==> src/rtl/reg_scoreboard_if.sv <==
// ---------------------------------------------------------------------------
// reg_scoreboard_if
// Purpose: bundles the issue handshake, the writeback report, the flush and
//          the status outputs of the register scoreboard.
// Signals:
//   issue_valid/issue_ready   decode -> scoreboard handshake (ready is comb.)
//   issue_rs/_used, issue_rt/_used  source operands and their use flags
//   issue_rd/issue_wr         destination register and its write flag
//   wb_valid/wb_rd            writeback completion reported this cycle
//   flush                     discard every pending write
//   busy_mask                 registered per-register busy flags
//   wb_err                    sticky writeback-without-pending-write flag
//   stall_cnt                 saturating stalled-issue cycle count
// Modports: master = decode/writeback side, slave = scoreboard.
// ---------------------------------------------------------------------------
interface reg_scoreboard_if #(
  parameter int NREG    = 32,
  parameter int AW      = 5,
  parameter int STALL_W = 16
);
  logic               issue_valid;
  logic               issue_ready;
  logic [AW-1:0]      issue_rs;
  logic               issue_rs_used;
  logic [AW-1:0]      issue_rt;
  logic               issue_rt_used;
  logic [AW-1:0]      issue_rd;
  logic               issue_wr;
  logic               wb_valid;
  logic [AW-1:0]      wb_rd;
  logic               flush;
  logic [NREG-1:0]    busy_mask;
  logic               wb_err;
  logic [STALL_W-1:0] stall_cnt;

  modport master (
    output issue_valid, issue_rs, issue_rs_used, issue_rt, issue_rt_used,
           issue_rd, issue_wr, wb_valid, wb_rd, flush,
    input  issue_ready, busy_mask, wb_err, stall_cnt
  );

  modport slave (
    input  issue_valid, issue_rs, issue_rs_used, issue_rt, issue_rt_used,
           issue_rd, issue_wr, wb_valid, wb_rd, flush,
    output issue_ready, busy_mask, wb_err, stall_cnt
  );
endinterface

==> src/rtl/reg_scoreboard.sv <==
// ---------------------------------------------------------------------------
// reg_scoreboard
// Purpose: tracks architectural registers with outstanding writebacks and
//          holds instruction issue until source operands are readable and
//          the destination's pending-write counter has room.
// Ports:
//   clk   clock, all state updates on posedge
//   rst   asynchronous active-low reset
//   sb    reg_scoreboard_if.slave: issue handshake, writeback report,
//         flush, busy_mask, wb_err, stall_cnt
// Register 0 is hardwired zero: never busy, never counted, writebacks to it
// are ignored.
// ---------------------------------------------------------------------------
module reg_scoreboard #(
  parameter int NREG    = 32,
  parameter int AW      = 5,
  parameter int CNT_W   = 2,
  parameter int STALL_W = 16
) (
  input  logic             clk,
  input  logic             rst,
  reg_scoreboard_if.slave  sb
);

  localparam logic [CNT_W-1:0]   CNT_MAX   = {CNT_W{1'b1}};
  localparam logic [CNT_W-1:0]   CNT_ONE   = CNT_W'(1);
  localparam logic [STALL_W-1:0] STALL_MAX = {STALL_W{1'b1}};

  logic [CNT_W-1:0]   cnt_q [NREG];
  logic [CNT_W-1:0]   cnt_d [NREG];
  logic               wb_err_q, wb_err_d;
  logic [STALL_W-1:0] stall_q, stall_d;

  logic [NREG-1:0] eb;
  logic            raw, full, ready, accept;

  // Effective busy: a register whose last pending write completes this
  // cycle is already readable, because the register file writes in the
  // first half-cycle and reads in the second.
  always_comb begin
    eb = '0;
    for (int i = 1; i < NREG; i++) begin
      eb[i] = (cnt_q[i] != '0) &&
              !(sb.wb_valid && (sb.wb_rd == AW'(i)) && (cnt_q[i] == CNT_ONE));
    end
  end

  always_comb begin
    raw = (sb.issue_rs_used && eb[sb.issue_rs]) ||
          (sb.issue_rt_used && eb[sb.issue_rt]);
    // A writeback to rd in the same cycle frees a slot, so a saturated
    // counter still accepts one more write.
    full = sb.issue_wr && (sb.issue_rd != '0) &&
           (cnt_q[sb.issue_rd] == CNT_MAX) &&
           !(sb.wb_valid && (sb.wb_rd == sb.issue_rd));
    ready  = !sb.flush && !raw && !full;
    accept = sb.issue_valid && ready;
  end

  // Next-state: per-register counters, sticky error, saturating stall count.
  always_comb begin
    logic inc, dec;
    for (int i = 0; i < NREG; i++) begin
      cnt_d[i] = '0;
    end
    for (int i = 1; i < NREG; i++) begin
      inc = accept && sb.issue_wr && (sb.issue_rd == AW'(i));
      dec = sb.wb_valid && (sb.wb_rd == AW'(i)) && (cnt_q[i] != '0);
      // inc never overflows: a full counter only accepts with a same-cycle
      // decrement on the same register.
      cnt_d[i] = sb.flush ? '0
                          : cnt_q[i] + CNT_W'(inc) - CNT_W'(dec);
    end

    wb_err_d = wb_err_q ||
               (sb.wb_valid && (sb.wb_rd != '0) &&
                (cnt_q[sb.wb_rd] == '0) && !sb.flush);

    stall_d = stall_q;
    if (sb.issue_valid && !ready && (stall_q != STALL_MAX)) begin
      stall_d = stall_q + STALL_W'(1);
    end
  end

  always_ff @(posedge clk or negedge rst) begin
    if (!rst) begin
      for (int i = 0; i < NREG; i++) begin
        cnt_q[i] <= '0;
      end
      wb_err_q <= 1'b0;
      stall_q  <= '0;
    end else begin
      for (int i = 0; i < NREG; i++) begin
        cnt_q[i] <= cnt_d[i];
      end
      wb_err_q <= wb_err_d;
      stall_q  <= stall_d;
    end
  end

  always_comb begin
    for (int i = 0; i < NREG; i++) begin
      sb.busy_mask[i] = (cnt_q[i] != '0);
    end
  end

  assign sb.issue_ready = ready;
  assign sb.wb_err      = wb_err_q;
  assign sb.stall_cnt   = stall_q;

endmodule

==> src/flat_wrapper.sv <==
// flat-port wrapper written by rule: the top's interface ports become plain ports
module reg_scoreboard_flat 
#(
  parameter int NREG    = 32,
  parameter int AW      = 5,
  parameter int CNT_W   = 2,
  parameter int STALL_W = 16
)
  (clk, rst, sb_issue_valid, sb_issue_rs, sb_issue_rs_used, sb_issue_rt, sb_issue_rt_used, sb_issue_rd, sb_issue_wr, sb_wb_valid, sb_wb_rd, sb_flush, sb_issue_ready, sb_busy_mask, sb_wb_err, sb_stall_cnt);
  reg_scoreboard_if #(.NREG(NREG), .AW(AW), .STALL_W(STALL_W)) sb_i ();
  input  logic clk;
  input  logic rst;
  input wire logic [$bits(sb_i.issue_valid)-1:0] sb_issue_valid;
  input wire logic [$bits(sb_i.issue_rs)-1:0] sb_issue_rs;
  input wire logic [$bits(sb_i.issue_rs_used)-1:0] sb_issue_rs_used;
  input wire logic [$bits(sb_i.issue_rt)-1:0] sb_issue_rt;
  input wire logic [$bits(sb_i.issue_rt_used)-1:0] sb_issue_rt_used;
  input wire logic [$bits(sb_i.issue_rd)-1:0] sb_issue_rd;
  input wire logic [$bits(sb_i.issue_wr)-1:0] sb_issue_wr;
  input wire logic [$bits(sb_i.wb_valid)-1:0] sb_wb_valid;
  input wire logic [$bits(sb_i.wb_rd)-1:0] sb_wb_rd;
  input wire logic [$bits(sb_i.flush)-1:0] sb_flush;
  output wire logic [$bits(sb_i.issue_ready)-1:0] sb_issue_ready;
  output wire logic [$bits(sb_i.busy_mask)-1:0] sb_busy_mask;
  output wire logic [$bits(sb_i.wb_err)-1:0] sb_wb_err;
  output wire logic [$bits(sb_i.stall_cnt)-1:0] sb_stall_cnt;
  assign sb_i.issue_valid = sb_issue_valid;
  assign sb_i.issue_rs = sb_issue_rs;
  assign sb_i.issue_rs_used = sb_issue_rs_used;
  assign sb_i.issue_rt = sb_issue_rt;
  assign sb_i.issue_rt_used = sb_issue_rt_used;
  assign sb_i.issue_rd = sb_issue_rd;
  assign sb_i.issue_wr = sb_issue_wr;
  assign sb_i.wb_valid = sb_wb_valid;
  assign sb_i.wb_rd = sb_wb_rd;
  assign sb_i.flush = sb_flush;
  assign sb_issue_ready = sb_i.issue_ready;
  assign sb_busy_mask = sb_i.busy_mask;
  assign sb_wb_err = sb_i.wb_err;
  assign sb_stall_cnt = sb_i.stall_cnt;
  reg_scoreboard #(.NREG(NREG), .AW(AW), .CNT_W(CNT_W), .STALL_W(STALL_W)) u_core (.clk(clk), .rst(rst), .sb(sb_i));
endmodule
==> config.mk <==
export PLATFORM = sky130hd
export DESIGN_NAME = reg_scoreboard_flat
export DESIGN_NICKNAME = d
export VERILOG_FILES = /design/src/rtl/reg_scoreboard_if.sv /design/src/rtl/reg_scoreboard.sv /design/src/flat_wrapper.sv
export SDC_FILE = /design/constraint.sdc
export NUM_CORES = 1
export LEC_CHECK = 0
export CAP_MARGIN = 20
export CORE_MARGIN = 5
export CORE_UTILIZATION = 30
export DETAILED_ROUTE_END_ITERATION = 7
export GPL_ROUTABILITY_DRIVEN = 0
export SLEW_MARGIN = 20
export SYNTH_ARGS = -nofsm -noshare
export SYNTH_HDL_FRONTEND = slang
export SYNTH_SLANG_ARGS = --single-unit
==> constraint.sdc <==
create_clock -name clk -period 7.8 [get_ports clk]
set_input_delay 1.56 -clock clk [delete_from_list [all_inputs] [get_ports clk]]
set_output_delay 1.56 -clock clk [all_outputs]
set_load 0.01 [all_outputs]
==> impl_metrics.yaml <==
status:
  outcome: "finished clean"
global_route:
  antenna_found_initial: 0
  grt-ovfl-total: 0
  grtUsageMet3_pct: 3.43
  top_usage_layer: "met2"
  grt_max_degree: 66
  grt_use_total_pct: 17.0
  grt_pass1_wl_um: 35000
  grtUsageMet2_pct: 26.1
  grt_util_met1_pct: 23.9
  grt_pass1_vias: 6109
synth:
  synth-edff-count: 0
  synth_seq_cells: 79
  async_flop_share_pct: 100
  yosysSeqAreaShare_pct: 28.6
  synth_top_area_cell: "dfrtp_1"
  synthTopCellsByCount: "inv_1, nor2_1, dfrtp_1"
  synth_nets: 902
  ys_top_cells_by_area: "dfrtp_1, ha_1, xnor2_1, inv_1, nor3_1"
  syn-cell-area_sq_mm: 0.00690
  synth_area_per_cell_sq_um: 8.51
  yosys.cell_count.top_type: "inv_1"
  synth_cell_types: 68
  synth_ff_type: "dfrtp_1"
  synth_warnings: 0
  syn_inst: 811
  synth_top_area_share_pct: 28.6
cells_and_area:
  area_delta_synth_final_pct: 18.2
  drive_gt1_share_pct: 7.07
  finish.utilization_pct: 36.0
  antenna_cells: 0
  fin_nets: 950
power:
  p_leak_uw: 0.00385
  internal-power_uw: 793
  switchingPower_uw: 305
  p_clk_share_pct: 41.8
  switching_share_pct: 27.8
  pwr-share-seq_pct: 40.6
  peakVddDrop_uv: 105
  pwr-share-comb_pct: 17.6
  p_per_area_mw_per_mm2: 135
clock_tree:
  insertion_delay_ns: 0.35
  root_buffer: "clkbuf_16"
  clock-sinks: 79
  cts_buffers: 9
  post_cts_buffers: 0
  path_clk_slew_ns: 0.06
  htree_levels: 3
  holdBufCountCts: 0
  cts_resized: 0
  clockBufferDepth: 2
  cts_tree: "yes"
critical_path:
  cp.arrival_ns: 5.65
  crit_end: "sb_issue_ready"
  crit_type: "primary input to output pin"
  r2r_end: "u_core.cnt_q[59]$_DFF_PN0_"
  critPathMaxStageDelay_ns: 1.10
  path_cells: "clkdlybuf4s50_1 > nand4_1 > o31ai_1 > o211ai_1 > nor4b_1 > nor4_1 > a311oi_2 > nand2b_1 > buf_4 > inv_1 > clkdlybuf4s50_1"
  worstReg2RegStart: "u_core.cnt_q[59]$_DFF_PN0_"
  r2r_setup_slack_ns: 4.22
  required_ns: 6.24
  start_kind: "primary input"
  crit_start: "sb_wb_rd[0]"
  cp_num_buf_inv: 4
  crit_family: "buffers and inverters"
  r2r_cells: 13
  cp.depth: 11
  endpoint_kind: "output pin"
  cp_common_cell: "clkdlybuf4s50_1"
  path_max_fanout: 19
  critical-path-slowest-cell: "clkdlybuf4s50_1"
route:
  ant_nets: 0
  drt_wl_total_um: 22200
  drc: 0
  route.vias.total: 6311
  drt_iter0_markers: 722
  dr.pass1.iters: 6
  wl_per_cell_um: 19.3
  vias_per_cell: 5.50
sta:
  worstMarginPinSlew_ns: 0.963
  post-route-period-util_pct: 92.4
  slew_viol_final: 0
  rsz0062_at_grt: "false"
  min_period_ns: 7.21
  hold_violations: 0
  max_clock_freq_ghz: 0.139
  clock_skew_ns: 0.00689
  fin_hold_ws_ns: 0.480
  setup-violations-final: 0
  finalSetupTns_ns: 0
  relSlewSlack_pct: 35.6
die:
  dieArea_sq_mm: 0.0261
  initial_core_util_pct: 30.5
  die_h_um: 162
  ioPinCount: 78
  core-area_sq_mm: 0.0226
  die_w_um: 162
  rows: 55
placement:
  numPortBuffers: 76
  dp_hpwl_um: 16600
run:
  cap_violations: 0
min_path:
  hp-class: "flip-flop to flip-flop"
[cell usage in the layout, fill, tap and decap left out, drive strengths merged, types with 13 or more instances in the layout]
cell / netlist / routed
nor4: 16 / 16
o31ai: 13 / 13
nor2: 81 / 81
buf: 25 / 13
xnor2: 50 / 50
ha: 63 / 63
inv: 107 / 107
nand3: 20 / 20
nand2: 32 / 32
o21ai: 13 / 13
xor2: 31 / 31
clkdlybuf4s50: 0 / 74
nor2b: 35 / 35
nor3: 61 / 61
dfrtp: 79 / 79
[power groups by stage]
stage | combinational [uW] | sequential, uW | clock (uW)
after floorplan | 99.1 | 455 | 0
after detailed placement | 191 | 453 | 0
after CTS | 192 | 446 | 473
after global placement | 190 | 452 | 0
after global routing | 209 | 448 | 487
final | 193 | 446 | 459
[stage by stage]
stage	instance area [sq um]	power, uW	setup WS [ns]	std cells
final	8160	1100	0.594	1148
after global routing	8160	1140	0.353	1148
after CTS	8160	1110	0.738	1148
after detailed placement	7850	645	0.744	1133
after global placement	7850	642	0.774	1133
after floorplan	6900	554	2.67	811
[worst min path at each step]
stage / start / endpoint / slack [ns] / cells past startpoint
6_report: u_core.sb.wb_err$_DFF_PN0_ / u_core.sb.wb_err$_DFF_PN0_ / 0.48 / 1
5_1_grt: u_core.sb.wb_err$_DFF_PN0_ / u_core.sb.wb_err$_DFF_PN0_ / 0.51 / 1
4_1_cts: u_core.sb.wb_err$_DFF_PN0_ / u_core.sb.wb_err$_DFF_PN0_ / 0.49 / 1
3_5_place_dp: u_core.sb.wb_err$_DFF_PN0_ / u_core.sb.wb_err$_DFF_PN0_ / 0.47 / 1
3_3_place_gp: u_core.sb.wb_err$_DFF_PN0_ / u_core.sb.wb_err$_DFF_PN0_ / 0.47 / 1
2_1_floorplan: u_core.sb.wb_err$_DFF_PN0_ / u_core.sb.wb_err$_DFF_PN0_ / 0.51 / 1
[flip-flops by register name, summed over array words and instances, names as in the netlist]
signal and flops:
u_core.sb.wb_err 1, u_core.sb.stall_cnt 16, u_core.cnt_q 62
[final cells by class]
| class | count | area [sq um] |
|---|---|---|
| clock buffers | 11 | 243 |
| inverters | 107 | 402 |
| well taps | 285 | 357 |
| flip-flops and latches | 79 | 1980 |
| fillers | 2301 | 14500 |
| multi-input cells | 575 | 4280 |
| clock inverters | 4 | 70.1 |
| repair buffers | 87 | 836 |
[metal layers]
layer / share of wire, % / vias to the layer above
met4: 2.6 / 0
met2: 45 / 294
met5: 0 / -
li1: - / 2906
met1: 44 / 3066
met3: 7.9 / 45
[cells by family (layout without fill, tap and decap cells)]
kind of cell / after synthesis / count (layout) / synth area share (%)
xor+xnor: 81 / 81 / 10.3
buf+inv: 157 / 209 / 9.39
fa+ha+maj: 63 / 63 / 11.4
compound gates: 101 / 101 / 11.5
flops: 79 / 79 / 28.6
other cells: 1 / 1 / 0.0543
mux: 17 / 17 / 4.55
simple gates: 312 / 312 / 24.2
(Power assumes the default switching activity.)
